`src/rtl/l6_array_sum.sv`:
```
// Memory-master sequencer for the lab-6 data memory: reads a count word, sums that
// many following words, and writes the 16-bit result back to RESULT_ADDR.
module l6_array_sum #(
   parameter int DW = 16,
   parameter int AW = 8,
   parameter logic [AW-1:0] BASE_ADDR   = 8'd48,
   parameter logic [AW-1:0] RESULT_ADDR = 8'd60
) (
   input  logic          clk,
   input  logic          rst_n,
   input  logic          start,
   output logic [AW-1:0] mem_addr,
   output logic [DW-1:0] mem_din,
   output logic          mem_wr,
   input  logic [DW-1:0] mem_dout,
   output logic          busy,
   output logic          done,
   output logic [DW-1:0] sum,
   output logic          ovf,
   output logic          err
);

   typedef enum logic [2:0] {IDLE, LDCNT, ACCUM, WRITE, DONE} state_t;

   state_t        state, state_nxt;
   logic [7:0]    count_q;
   logic [7:0]    idx_q;
   logic [DW-1:0] sum_q;
   logic          ovf_q;
   logic          err_q;
   logic [DW:0]   add_res;
   logic          count_bad;

   assign add_res   = {1'b0, sum_q} + {1'b0, mem_dout};
   assign count_bad = |mem_dout[DW-1:8];

   assign mem_din = sum_q;
   assign sum     = sum_q;
   assign ovf     = ovf_q;
   assign err     = err_q;

   always_ff @(posedge clk or negedge rst_n) begin
      if (!rst_n) state <= IDLE;
      else        state <= state_nxt;
   end

   // Address and write strobe are purely state-decoded; the memory read is combinational.
   always_comb begin
      state_nxt = state;
      mem_addr  = '0;
      mem_wr    = 1'b0;
      busy      = 1'b1;
      done      = 1'b0;
      case (state)
         IDLE: begin
            busy = 1'b0;
            if (start) state_nxt = LDCNT;
         end
         LDCNT: begin
            mem_addr = BASE_ADDR;
            if (count_bad)                 state_nxt = DONE;
            else if (mem_dout[7:0] == 8'd0) state_nxt = WRITE;
            else                           state_nxt = ACCUM;
         end
         ACCUM: begin
            mem_addr = BASE_ADDR + AW'(1) + AW'(idx_q);
            if (idx_q == count_q - 8'd1) state_nxt = WRITE;
         end
         WRITE: begin
            mem_addr  = RESULT_ADDR;
            mem_wr    = 1'b1;
            state_nxt = DONE;
         end
         DONE: begin
            done      = 1'b1;
            state_nxt = IDLE;
         end
         default: state_nxt = IDLE;
      endcase
   end

   always_ff @(posedge clk or negedge rst_n) begin
      if (!rst_n) begin
         count_q <= '0;
         idx_q   <= '0;
         sum_q   <= '0;
         ovf_q   <= 1'b0;
         err_q   <= 1'b0;
      end else begin
         case (state)
            IDLE: begin
               if (start) begin
                  count_q <= '0;
                  idx_q   <= '0;
                  sum_q   <= '0;
                  ovf_q   <= 1'b0;
                  err_q   <= 1'b0;
               end
            end
            LDCNT: begin
               count_q <= mem_dout[7:0];
               if (count_bad) err_q <= 1'b1;
            end
            ACCUM: begin
               sum_q <= add_res[DW-1:0];
               ovf_q <= ovf_q | add_res[DW];
               idx_q <= idx_q + 8'd1;
            end
            default: ;
         endcase
      end
   end

endmodule

```
`config.mk`:
```
export PLATFORM = sky130hd
export DESIGN_NAME = l6_array_sum
export DESIGN_NICKNAME = d
export VERILOG_FILES = /design/src/rtl/l6_array_sum.sv
export SDC_FILE = /design/constraint.sdc
export NUM_CORES = 1
export LEC_CHECK = 0
export ABC_AREA = 1
export BUFFER_PORTS_ARGS = -buffer_cell sky130_fd_sc_hd__buf_2
export CORE_ASPECT_RATIO = 1.75
export CORE_MARGIN = 2
export CORE_UTILIZATION = 50
export DETAILED_ROUTE_END_ITERATION = 10
export PLACE_DENSITY = 0.73
export SKIP_LAST_GASP = 1
export SYNTH_ARGS = -nofsm -noshare
export SYNTH_HDL_FRONTEND = slang
export SYNTH_SLANG_ARGS = --single-unit
```
`constraint.sdc`:
```
create_clock -name clk -period 2.1 [get_ports clk]
set_clock_uncertainty 0.15 [all_clocks]
set_input_delay 0.42 -clock clk [delete_from_list [all_inputs] [get_ports clk]]
set_output_delay 0.42 -clock clk [all_outputs]
set_load 0.01 [all_outputs]
```
== Word-level counts from Yosys, hierarchy flattened ==
Cells that the tools add are included.
W data, S select, Z words.

* Add/subtract/negate cells: 4
* Multiply operators: 0
* Div/mod/pow operators: 0
* Order comparisons: 0
* Eq/ne operators: 8
* Shifts and indexed selects: 0
* Mux-type cells: 18
* Bitwise gates (word level): 1
* Reduce and logical (&&, ||, !) cells: 9

{| class="wikitable"
|+ Operator list
! cell !! number
|-
| $pmux W16 S2 || 1
|-
| $pmux W8 S2 || 2
|-
| $pmux W8 S3 || 1
|-
| $add A16 B16 Y17 || 1
|-
| $mux W16 || 1
|-
| $pmux W3 S4 || 1
|-
| $mux W3 || 3
|-
| $add A6 B8 Y8 const A || 1
|-
| $add A8 B1 Y8 const B || 1
|-
| $eq A8 B8 Y1 || 1
|-
| $logic_not A8 Y1 || 1
|-
| $mux W8 || 1
|-
| $reduce_or A8 Y1 || 1
|-
| $sub A8 B1 Y8 const B || 1
|-
| $eq A3 B2 Y1 const B || 2
|-
| $mux W1 || 6
|-
| $ne A2 B2 Y1 const B || 3
|-
| $reduce_and A2 Y1 || 3
|-
| $pmux W1 S2 || 2
|-
| $reduce_bool A2 Y1 || 2
|-
| $eq A3 B1 Y1 const B || 1
|-
| $eq A3 B3 Y1 const B || 1
|-
| $logic_not A3 Y1 || 1
|-
| $reduce_and A3 Y1 || 1
|-
| $or A1 B1 Y1 || 1
|}

* Bits in registers: 37
* Latch bits: 0
* RAM bits: 0
* Bits in read-only memories: 0
* Input port bits: 19
* Output and inout bits: 45
* Word-level logic and storage cells: 46
* Memories: 0

== Logic depth before layout (Yosys ltp) ==
Gate-level depths: netlist of the first run.

* Word-level depth: 4
* Gate-level depth with buffers: 12
* Gate-level depth less buffers: 12

== Worst setup path before layout of the first run ==
No wires, ideal clock.

* Kind: register -> register
* Start: reg sum_q[0], in the netlist mem_din[0]
* End: reg sum_q[12], in the netlist mem_din[12]
* Setup time: 117 ps
* Data arrival time: 1644 ps
* Data required time: 1833 ps
* Setup slack: 189 ps
* Stages on the path, launching flop included: 11
* Buffers on the path: 0
* Clock period less this slack: 1911 ps
* Path through: dfrtp_1 ha_1 fa_1 nand3_1 nand2_1 nand3_1 nand2_1 nand2_1 nand3_1 nand3_1 nand2_1

* Longest elaborated chain between the ends: 2

{| class="wikitable"
|+ RTL lines
! what !! line !! RTL
|-
| start, declared || 28 || <nowiki>logic [DW-1:0] sum_q;</nowiki>
|-
| start signal, assigned || 105 || <nowiki>sum_q <= add_res[DW-1:0];</nowiki>
|-
| $add A16 B16 Y17 || 34 || <nowiki>assign add_res = {1'b0, sum_q} + {1'b0, mem_dout};</nowiki>
|-
| $pmux W16 S2 || 90 || <nowiki>case (state)</nowiki>
|}

Every way passes these cells.
A chain may end at the register's enable or synchronous reset.

== Worst setup path in the final report of the first run ==
* Start: reg idx_q[0]
* End: out mem_addr[4]

* Longest elaborated chain between the ends: 2

{| class="wikitable"
|+ RTL lines
! what !! line !! RTL
|-
| start, declared || 27 || <nowiki>logic [7:0] idx_q;</nowiki>
|-
| start signal, assigned || 107 || <nowiki>idx_q <= idx_q + 8'd1;</nowiki>
|-
| $add A6 B8 Y8 || 66 || <nowiki>mem_addr = BASE_ADDR + AW'(1) + AW'(idx_q);</nowiki>
|-
| $pmux W8 S3 || 54 || <nowiki>case (state)</nowiki>
|-
| end, declared || 12 || <nowiki>output logic [AW-1:0] mem_addr,</nowiki>
|}

Every way passes these cells.

==> run_results.csv, run 1 <==
group,metric,value,unit
logic_synthesis,ys_warn_count,0,
critical_path,rr_endpoint,"mem_din[4]$_DFFE_PN0P_",
pwr,swShare,0.405,
clock_tree,tritoncts,"done",
die,coreArea,5830,um2
detailed_routing,ant_nets,0,
pwr,p_int,1570,uW
die,io_pins,64,
placed_design,dp_hpwl,6710,um
critical_path,cp.arrival,1.56,ns
critical_path,cp.required,1.53,ns
grt,antenna_found_initial,0,
critical_path,start_kind,"flip-flop",
detailed_routing,drt_iter0_drc,114,
layout,drive_gt1_frac,0.234,
die,row_count,37,
detailed_routing,drc_errors,0,
pwr,power,2640,uW
layout,fin_nets,563,
critical_path,cp-end-kind,"primary output",
pwr,p_comb_frac,0.398,
run_status,status,"complete, but fails checks",
critical_path,cp_slowest_cell,"dfrtp_1",
grt,grt_usage,0.266,
sta,max_freq,470,MHz
hold_path,hold_start,"mem_dout[6]",
logic_synthesis,synth-edff-count,0,
sta,min_period_over_period,1.01,
die,die_y,106,um
die,fp.dieW,62.5,um
logic_synthesis,async_flop_share,1.00,
critical_path,crit_chain,"ha_2, nand2_2, nor2_4, xor2_2, nand2_1, nand2_1, buf_2",
detailed_routing,routed_wl,8500,um
sta,worst_pin_slew,0.542,ns
pwr,power_frac_seq,0.347,
layout,num_antenna_cells,0,
grt,grt_pass1_wl,13900,um
logic_synthesis,ys_seq_area_frac,0.309,
run_status,violations,"setup timing",
die,start_util,0.514,
critical_path,rr_worst_depth,7,
pwr,p_per_area,730,nW/um2
layout,fillers,596,
critical_path,crit_buf_inv,1,
logic_synthesis,postSynthCellCount,452,
logic_synthesis,synthFlopType,"dfrtp_1",
layout,area_delta_synth_final,20.6,%
clock_tree,clock-sinks,37,
sta,holdWs,0.256,ns
pwr,p_sw,1070,uW
sta,hold_viol,0,
run,maxCapViolCount,0,
clock_tree,clk_pin_slew,0.09,ns
logic_synthesis,syn_nets,490,
layout,final_util,0.620,
pwr,pwr-share-clk,0.254,
logic_synthesis,ys_seq_elements,37,
sta,drv_slew,0,
sta,setup_slack,-0.0272,ns
critical_path,critPathTopFamily,"flip-flops",
clock_tree,cts_buffers,5,
detailed_routing,via_per_inst,5.26,
sta,rsz0062_at_grt,"yes",
hold_path,whs_path_depth,3,
clock_tree,htreeDepth,2,
logic_synthesis,synth_area,3000,um2
placed_design,port-buffer-count,63,
critical_path,worstPathMaxFanout,3,
grt,first_global_vias,3108,
hold_path,hold_end,"count_q[6]$_DFFE_PN0P_",
sta,setup_tns,-0.0398,ns
clock_tree,cts-root-buf,"clkbuf_8",
grt,grt_max_degree,22,
die,dieArea,6660,um2
critical_path,cp_common_cell,"nand2_1",
sta,fin_crit,2.13,ns
critical_path,regToRegStartpoint,"mem_din[0]$_DFFE_PN0P_",
logic_synthesis,syn_area_per_cell,6.63,um2
pwr,p_leak,0.00218,uW
placed_design,place_congestion,0.982,
clock_tree,clock_path_buffers,2,
critical_path,slowest_delay,0.40,ns
critical_path,worstSetupPathType,"reg -> out",
pwr,peakVddDrop,332,uV
critical_path,r2r_slack,0.16,ns
detailed_routing,wl_per_cell,14.1,um
clock_tree,clk_latency,0.30,ns
grt,grt_overflow,0,
sta,max_slew_margin,0.639,
detailed_routing,num_vias,3175,
hold_path,hp-class,"in -> reg",
sta,final-setup-viol-count,3,
logic_synthesis,synth_cell_types,29,
detailed_routing,first_pass_iters,4,
## repair_timing
action	in CTS	in global routing
hold buffers	1	0
cloned	1	0
endpoints found under the hold margin	19	0
pin swaps	8	7
endpoints found under the setup margin	5	11
buffers inserted	8	4
gates resized for setup	15	8
## Yosys cell counts (3+ instances only)
library cell  number  area (um2)
o22ai_1            9        56.3
nand2_1          144         541
dfrtp_1           37         926
xnor2_1            3        26.3
buf_4             18         135
nand3_1           37         185
nand4_1            5        31.3
o21ai_0           24         120
ha_1              18         225
a21oi_1           24         120
nor3_1             3        15.0
nor2_1            37         139
nor2_4             3        33.8
inv_1             68         255
## flip-flops by register name, summed over array words and instances (netlist names)
name,flops
ovf,1
mem_din,16
state,3
idx_q,8
err,1
count_q,8
## power groups by stage
stage | logic [uW] | clock network (uW) | registers, uW
2_1_floorplan | 750 | 0 | 904
3_3_place_gp | 983 | 0 | 912
3_5_place_dp | 1010 | 0 | 916
4_1_cts | 1020 | 670 | 913
5_1_grt | 1210 | 686 | 929
6_report | 1050 | 672 | 917
## how the worst max path moves through the flow
stage                           start                      end  slack [ns]  cells after the start
2_1_floorplan  mem_din[0]$_DFFE_PN0P_  mem_din[12]$_DFFE_PN0P_        0.19                     10
3_3_place_gp              mem_dout[0]  mem_din[12]$_DFFE_PN0P_        0.04                     11
3_5_place_dp              mem_dout[0]  mem_din[12]$_DFFE_PN0P_       -0.02                     11
4_1_cts          idx_q[0]$_DFFE_PN0P_              mem_addr[4]       -0.06                      7
5_1_grt          idx_q[0]$_DFFE_PN0P_              mem_addr[4]       -0.14                      7
6_report         idx_q[0]$_DFFE_PN0P_              mem_addr[4]       -0.03                      7
## layer usage
layer  vias up  routed length [um]  track usage  part of all wire
li1       1577                   -            -                 -
met1      1479                2880        0.255              0.34
met2        92                4960        0.540              0.58
met3        27                 290       0.0212             0.034
met4         0                 381        0.144             0.045
met5         -                   0            0                 0
## through the flow
step                setup WS (ns)  instance area (um2)  cells
global placement           0.0385                 3320    582
floorplan                   0.189                 3000    452
finish                    -0.0272                 3620    604
detailed placement        -0.0188                 3320    582
global route               -0.143                 3620    604
CTS                       -0.0551                 3570    600
## final cells by class
class / instances / area, um2 / area share
clock buffers: 6 / 82.6 / 0.0228
clock inverters: 2 / 37.5 / 0.0104
inverters: 71 / 269 / 0.0744
multi-input cells: 325 / 1720 / 0.475
flip-flops and latches: 37 / 927 / 0.256
well taps: 78 / 97.6 / 0.0270
repair buffers: 85 / 483 / 0.134
## logic make-up after synthesis
group	count (synthesis)	synth area share
AO/OA/AOI/OAI	64	0.116
XOR/XNOR	5	0.0146
adder cells (fa/ha/maj)	19	0.0818
buffers and inverters	91	0.142
flip-flops	37	0.309
AND/OR/NAND/NOR	236	0.337
## tightest hold or removal path, stage by stage
cell	delay [ns]
buf_2	0.12
inv_1	0.06
o21ai_1	0.07
## layout by cell type (no fill, tap or decap), types with 3 or more instances in the layout
master,netlist,routed
inv_2,2,5
nand2_1,144,143
nor2_4,3,6
xnor2_1,3,3
buf_4,18,21
ha_1,18,15
nand4_1,5,5
nor3_1,3,3
o21ai_1,2,3
nand3_2,1,3
a21oi_1,24,23
nor2_1,37,33
ha_2,0,3
inv_1,68,65
nand3_1,37,35
clkbuf_8,0,6
o21ai_0,24,22
buf_2,0,63
dfrtp_1,37,36
o22ai_1,9,9
Note: power is estimated with default switching activity, not from simulation.
==> inputs of run 2 (changes only) <==
--- a/config.mk
+++ b/config.mk
@@ -11,6 +11,7 @@
 export CORE_MARGIN = 2
 export CORE_UTILIZATION = 50
 export DETAILED_ROUTE_END_ITERATION = 10
+export MAX_ROUTING_LAYER = met4
 export PLACE_DENSITY = 0.73
 export SKIP_LAST_GASP = 1
 export SYNTH_ARGS = -nofsm -noshare
==> run 2 against run 1 <==
Largest cell class unchanged. Worst setup slack got worse by 0.028 ns. First-iteration DRC count rose by 1.8%. Non-clock buffer count fell by 1. Critical path type unchanged. The flow still finishes with violations (setup timing).
==> run_results.csv, run 2 (synthesis results as in run 1) <==
group,metric,value,unit
critical_path,cp.arrival,1.59,ns
die,io_pins,64,
sta,min_period_over_period,1.03,
sta,fin_crit,2.16,ns
detailed_routing,ant_nets,0,
run_status,violations,"setup timing",
pwr,p_per_area,734,nW/um2
grt,grt_use_met1,0.247,
die,start_util,0.514,
placed_design,dp_hpwl,6870,um
critical_path,worstPathMaxFanout,4,
grt,grt_overflow,0,
sta,setup_slack,-0.0555,ns
die,die_y,106,um
die,coreArea,5830,um2
clock_tree,clk_pin_slew,0.08,ns
die,dieArea,6660,um2
placed_design,place_congestion,0.956,
sta,final-setup-viol-count,2,
layout,final_common_cell,"nand2_1",
detailed_routing,num_vias,3128,
layout,num_antenna_cells,0,
grt,grt_max_degree,22,
run,maxCapViolCount,0,
sta,hold_viol,0,
grt,grtUsageMet2,0.555,
detailed_routing,first_pass_iters,5,
sta,drv_slew,0,
detailed_routing,drc_errors,0,
placed_design,port-buffer-count,63,
critical_path,cp_common_cell,"nand2_1",
layout,drive_gt1_frac,0.231,
grt,top_usage_layer,"met2",
hold_path,hp-class,"in -> reg",
pwr,peakVddDrop,323,uV
clock_tree,clock_path_buffers,2,
grt,grt_usage,0.279,
placed_design,dp_slack,-0.0320,ns
critical_path,cp-end-kind,"primary output",
clock_tree,clk_latency,0.31,ns
grt,grt_pass1_wl,14100,um
grt,antenna_found_initial,0,
clock_tree,cts_buffers,5,
critical_path,crit_chain,"ha_2, nand2_4, nor2_4, xor2_2, nand2_1, nand2_1, buf_2",
critical_path,crit_buf_inv,1,
critical_path,cp.required,1.53,ns
detailed_routing,via_per_inst,5.20,
detailed_routing,wl_per_cell,14.2,um
sta,max_freq,464,MHz
clock_tree,cts-root-buf,"clkbuf_8",
layout,area_delta_synth_final,20.2,%
sta,max_slew_margin,0.648,
clock_tree,clock-sinks,37,
layout,layout_common_cells,"142 x nand2_1, 65 x inv_1, 63 x buf_2, 36 x dfrtp_1, 35 x nand3_1",
pwr,p_leak,0.00219,uW
grt,use_met3,0.0265,
layout,fillers,601,
critical_path,slowest_delay,0.41,ns
sta,holdWs,0.240,ns
die,fp.dieW,62.5,um
die,row_count,37,
critical_path,cp_slowest_cell,"dfrtp_1",
run_status,status,"complete, but fails checks",
sta,rsz0062_at_grt,"yes",
sta,worst_pin_slew,0.529,ns
critical_path,critPathTopFamily,"flip-flops",
layout,largest_reg_flops,16,
clock_tree,htreeDepth,2,
clock_tree,tritoncts,"done",
grt,first_global_vias,3229,
critical_path,start_kind,"flip-flop",
critical_path,worstSetupPathType,"reg -> out",
detailed_routing,routed_wl,8580,um
detailed_routing,drt_iter0_drc,116,
layout,fin_nets,561,
[run 2: cell count changes in the layout (fill, tap and decap cells not counted)]
cell and change:
nand2_1 -1, buf_4 -1, nor2_2 -1, nor2_4 -1, nand2_4 +1, nor2_1 +1, o21ai_1 -1, o21ai_0 +1
[run 2: worst paths after layout]
path | start | end | slack, ns | cells after the start
worst max register to register | mem_din[0]$_DFFE_PN0P_ | mem_din[12]$_DFFE_PN0P_ | 0.16 | 10
worst min register to register | ovf$_DFFE_PN0P_ | ovf$_DFFE_PN0P_ | 0.34 | 2
worst max-delay path | idx_q[0]$_DFFE_PN0P_ | mem_addr[4] | -0.06 | 7
worst min-delay path | mem_dout[6] | count_q[6]$_DFFE_PN0P_ | 0.24 | 3
max in group asynchronous | rst_n | mem_din[11]$_DFFE_PN0P_ | 0.79 | 3
min in group asynchronous | rst_n | idx_q[6]$_DFFE_PN0P_ | 0.47 | 2
[run 2: report_power, final]
group	total (uW)	internal, uW	switching, uW
Clock	676	387	290
Combinational	1060	380	684
Sequential	905	807	97.6
Total	2650	1570	1070
[run 2: per-layer routing]
| layer | share of wire | up-vias |
|---|---|---|
| met5 | 0 | - |
| met4 | 0.049 | 0 |
| met3 | 0.034 | 33 |
| met2 | 0.58 | 91 |
| met1 | 0.34 | 1438 |
| li1 | - | 1566 |
[run 2: per-stage QoR]
stage | power, uW | setup TNS (ns) | area (um2) | util | std cells
after global placement | 1900 | 0 | 3320 | 0.569 | 582
after detailed placement | 1930 | -0.0320 | 3320 | 0.569 | 582
after floorplan | 1650 | 0 | 3000 | - | 452
after global routing | 2840 | -0.400 | 3600 | 0.618 | 602
final | 2650 | -0.103 | 3600 | 0.618 | 602
after CTS | 2610 | -0.164 | 3540 | 0.607 | 597
[run 2: worst min-delay path, delay by kind of cell]
family                 cells  cell delay [ns]
buffers and inverters      2             0.17
AO/OA/AOI/OAI              1             0.07
[run 2: cell type report]
cell class | instances | area [um2] | area share
multi-input combinational | 324 | 1710 | 0.476
timing repair buffer | 84 | 475 | 0.132
clock buffer | 6 | 82.6 | 0.0229
inverter | 71 | 269 | 0.0747
clock inverter | 2 | 37.5 | 0.0104
tap | 78 | 97.6 | 0.0271
sequential | 37 | 927 | 0.257
[run 2: timing repair]
action	in CTS	in global routing
hold buffers	1	0
hold endpoints to repair	19	0
setup endpoints to repair	5	10
pin swaps	7	5
resized for setup	13	10
setup buffers	6	5
==> inputs of run 3 (changes only) <==
--- a/config.mk
+++ b/config.mk
@@ -5,14 +5,13 @@
 export SDC_FILE = /design/constraint.sdc
 export NUM_CORES = 1
 export LEC_CHECK = 0
-export ABC_AREA = 1
 export BUFFER_PORTS_ARGS = -buffer_cell sky130_fd_sc_hd__buf_2
 export CORE_ASPECT_RATIO = 1.75
 export CORE_MARGIN = 2
 export CORE_UTILIZATION = 50
 export DETAILED_ROUTE_END_ITERATION = 10
 export MAX_ROUTING_LAYER = met4
-export PLACE_DENSITY = 0.73
+export PLACE_DENSITY = 0.74
 export SKIP_LAST_GASP = 1
 export SYNTH_ARGS = -nofsm -noshare
 export SYNTH_HDL_FRONTEND = slang
==> constraint.sdc (replaced) <==
create_clock -name clk -period 2.5 [get_ports clk]
set_clock_uncertainty 0.15 [all_clocks]
set_input_delay 0.5 -clock clk [delete_from_list [all_inputs] [get_ports clk]]
set_output_delay 0.5 -clock clk [all_outputs]
set_load 0.01 [all_outputs]
==> run 3 against run 2 <==
The run now ends clean. Critical path depth is 1 lower. Largest power group unchanged. Clock power decreased by 33%. Via count fell by 19%. Combinational power is 21% lower.
==> run_results.csv, run 3 <==
group,metric,value,unit
logic_synthesis,ys_seq_elements,37,
logic_synthesis,postSynthCellCount,326,
layout,area_delta_synth_final,20.6,%
die,coreArea,5300,um2
grt,antenna_found_initial,0,
die,dieArea,6130,um2
detailed_routing,drt_iter0_drc,92,
hold_path,hp-class,"in -> reg",
sta,max_slew_margin,0.635,
logic_synthesis,syn_area_per_cell,8.43,um2
critical_path,cp_num_cells,6,
pwr,peakVddDrop,281,uV
layout,layout_common_cells,"63 x buf_2, 48 x nand2_1, 37 x o21ai_0, 35 x dfrtp_1, 25 x buf_4",
critical_path,setup.worst_path.end,"mem_addr[6]",
layout,final_util,0.626,
critical_path,worstSetupPathType,"reg -> out",
placed_design,dp_hpwl,5330,um
critical_path,critPathTopFamily,"flip-flops",
clock_tree,clock_path_buffers,2,
detailed_routing,routed_wl,6920,um
logic_synthesis,synth-edff-count,0,
logic_synthesis,ys_seq_area_frac,0.337,
run_status,status,"completed",
clock_tree,cts-root-buf,"clkbuf_8",
layout,num_antenna_cells,0,
run,maxCapViolCount,0,
detailed_routing,wl_per_cell,14.8,um
logic_synthesis,synth.largest_area_cell,"dfrtp_1",
critical_path,regToRegStartpoint,"mem_din[0]$_DFFE_PN0P_",
detailed_routing,ant_nets,0,
logic_synthesis,ys_warn_count,0,
sta,min_period_over_period,0.953,
sta,fin_crit,2.38,ns
pwr,p_leak,0.00168,uW
critical_path,start_kind,"flip-flop",
logic_synthesis,syn_nets,364,
critical_path,crit_path_start,"idx_q[0]$_DFFE_PN0P_",
sta,drv_slew,0,
critical_path,slowest_delay,0.44,ns
detailed_routing,drc_errors,0,
sta,rsz0062_at_grt,"no",
critical_path,crit_buf_inv,1,
placed_design,place_congestion,0.902,
placed_design,port-buffer-count,63,
die,die_y,102,um
detailed_routing,first_pass_iters,4,
clock_tree,clk_latency,0.30,ns
sta,worst_pin_slew,0.542,ns
detailed_routing,via_per_inst,5.44,
die,io_pins,64,
logic_synthesis,synth_area,2750,um2
sta,max_freq,420,MHz
logic_synthesis,netlist_top_cells_area,"dfrtp_1 34%, ha_1 8.2%, o21ai_0 6.7%, nand2_1 6.6%, xnor2_1 5.7%",
clock_tree,clk_pin_slew,0.08,ns
critical_path,cp_slowest_cell,"dfrtp_2",
logic_synthesis,synth_top_area_share,0.337,
clock_tree,htreeDepth,2,
sta,hold_viol,0,
critical_path,rr_worst_depth,9,
layout,final_common_cell,"buf_2",
clock_tree,tritoncts,"done",
logic_synthesis,yosysMostFrequentCell,"nand2_1",
logic_synthesis,synth_cell_types,50,
detailed_routing,num_vias,2545,
sta,holdWs,0.319,ns
clock_tree,cts_buffers,5,
logic_synthesis,synthFlopType,"dfrtp_1",
layout,largest_reg_flops,16,
critical_path,r2r_slack,0.15,ns
grt,grt_overflow,0,
die,fp.dieW,60.1,um
critical_path,worstPathMaxFanout,5,
hold_path,whs_path_depth,3,
pwr,p_per_area,637,nW/um2
grt,grt_usage,0.253,
critical_path,crit_chain,"ha_2, and3_2, nor3_2, xor2_1, nor2_1, buf_2",
die,start_util,0.519,
grt,grt_pass1_wl,11500,um
die,row_count,35,
critical_path,cp-end-kind,"primary output",
sta,setup_tns,0,ns
hold_path,hold_start,"mem_dout[5]",
critical_path,cp.arrival,1.73,ns
critical_path,rr_endpoint,"ovf$_DFFE_PN0P_",
layout,fin_nets,431,
layout,drive_gt1_frac,0.297,
grt,grt_max_degree,19,
clock_tree,clock-sinks,37,
grt,first_global_vias,2459,
logic_synthesis,synth_common_cells,"48 x nand2_1, 37 x dfrtp_1, 37 x o21ai_0, 25 x nor2_1",
logic_synthesis,async_flop_share,1.00,
critical_path,cp.required,1.85,ns
sta,final-setup-viol-count,0,
==> run 3: cell count changes in the layout (fill, tap and decap cells not counted), moves of 7 or more <==
cell     previous run  this run
o22ai_1             9         0
nand2_1           142        48
xnor2_1             3        18
inv_1              65         9
o21ai_0            23        37
nand3_1            35        13
and3_1              0         7
a21oi_1            23        11
nor2_1             34        24
xor2_1              1        10
==> run 3: cell families after synthesis <==
logic type      Yosys count  share of synthesized area
xor+xnor                 28                     0.0892
compound gates           79                      0.186
simple gates            120                      0.206
fa+ha+maj                19                     0.0892
mux                       5                     0.0187
flops                    37                      0.337
buf+inv                  38                     0.0746
==> run 3: report_power, final <==
part | switching (uW) | internal (uW) | total [uW]
sequential | 126 | 692 | 818
clock | 231 | 224 | 455
combinational | 445 | 395 | 840
==> run 3: timing repair <==
action,4_1_cts,5_1_grt
setup buffers,0,6
resized for setup,3,9
hold buffers,1,0
pin swaps,0,1
endpoints found under the hold margin,14,0
endpoints found under the setup margin,3,6
==> run 3: per-stage QoR <==
stage               instance area, um2  setup slack (ns)  std cells  total power (uW)
finish                            3310             0.116        468              2110
floorplan                         2750            0.0606        326              1440
global placement                  3130           -0.0674        453              1650
detailed placement                3130            -0.123        453              1680
global route                      3310            0.0229        468              2280
CTS                               3240          -0.00494        462              2130
==> run 3: cell type report <==
cell class | instances | area [um2]
timing repair buffer | 89 | 513
tap | 74 | 92.6
multi-input combinational | 251 | 1650
fill | 455 | 1980
clock buffer | 6 | 82.6
clock inverter | 2 | 13.8
inverter | 9 | 33.8
sequential | 37 | 928
==> run 3: routing by layer <==
layer  GRT usage  up-vias  part of all wire
met5           -        -                 0
met4       0.104        0             0.029
met3      0.0241       15             0.029
met2       0.437       64              0.54
met1       0.292     1211              0.40
li1            -     1255                 -
==> run 3: worst min path at each step <==
stage | slack (ns) | endpoint
2_1_floorplan | 0.05 | count_q[0]$_DFFE_PN0P_
3_3_place_gp | 0.29 | mem_din[4]$_DFFE_PN0P_
3_5_place_dp | 0.30 | mem_din[4]$_DFFE_PN0P_
4_1_cts | 0.31 | count_q[2]$_DFFE_PN0P_
5_1_grt | 0.34 | count_q[2]$_DFFE_PN0P_
6_report | 0.32 | count_q[5]$_DFFE_PN0P_
==> run 3: worst register-to-register path, delay by kind of cell, from the launching register on <==
family / cells / cell delay [ns]
fa+ha+maj: 2 / 0.54
flops: 1 / 0.39
simple gates: 1 / 0.14
compound gates: 5 / 0.86
buf+inv: 1 / 0.17
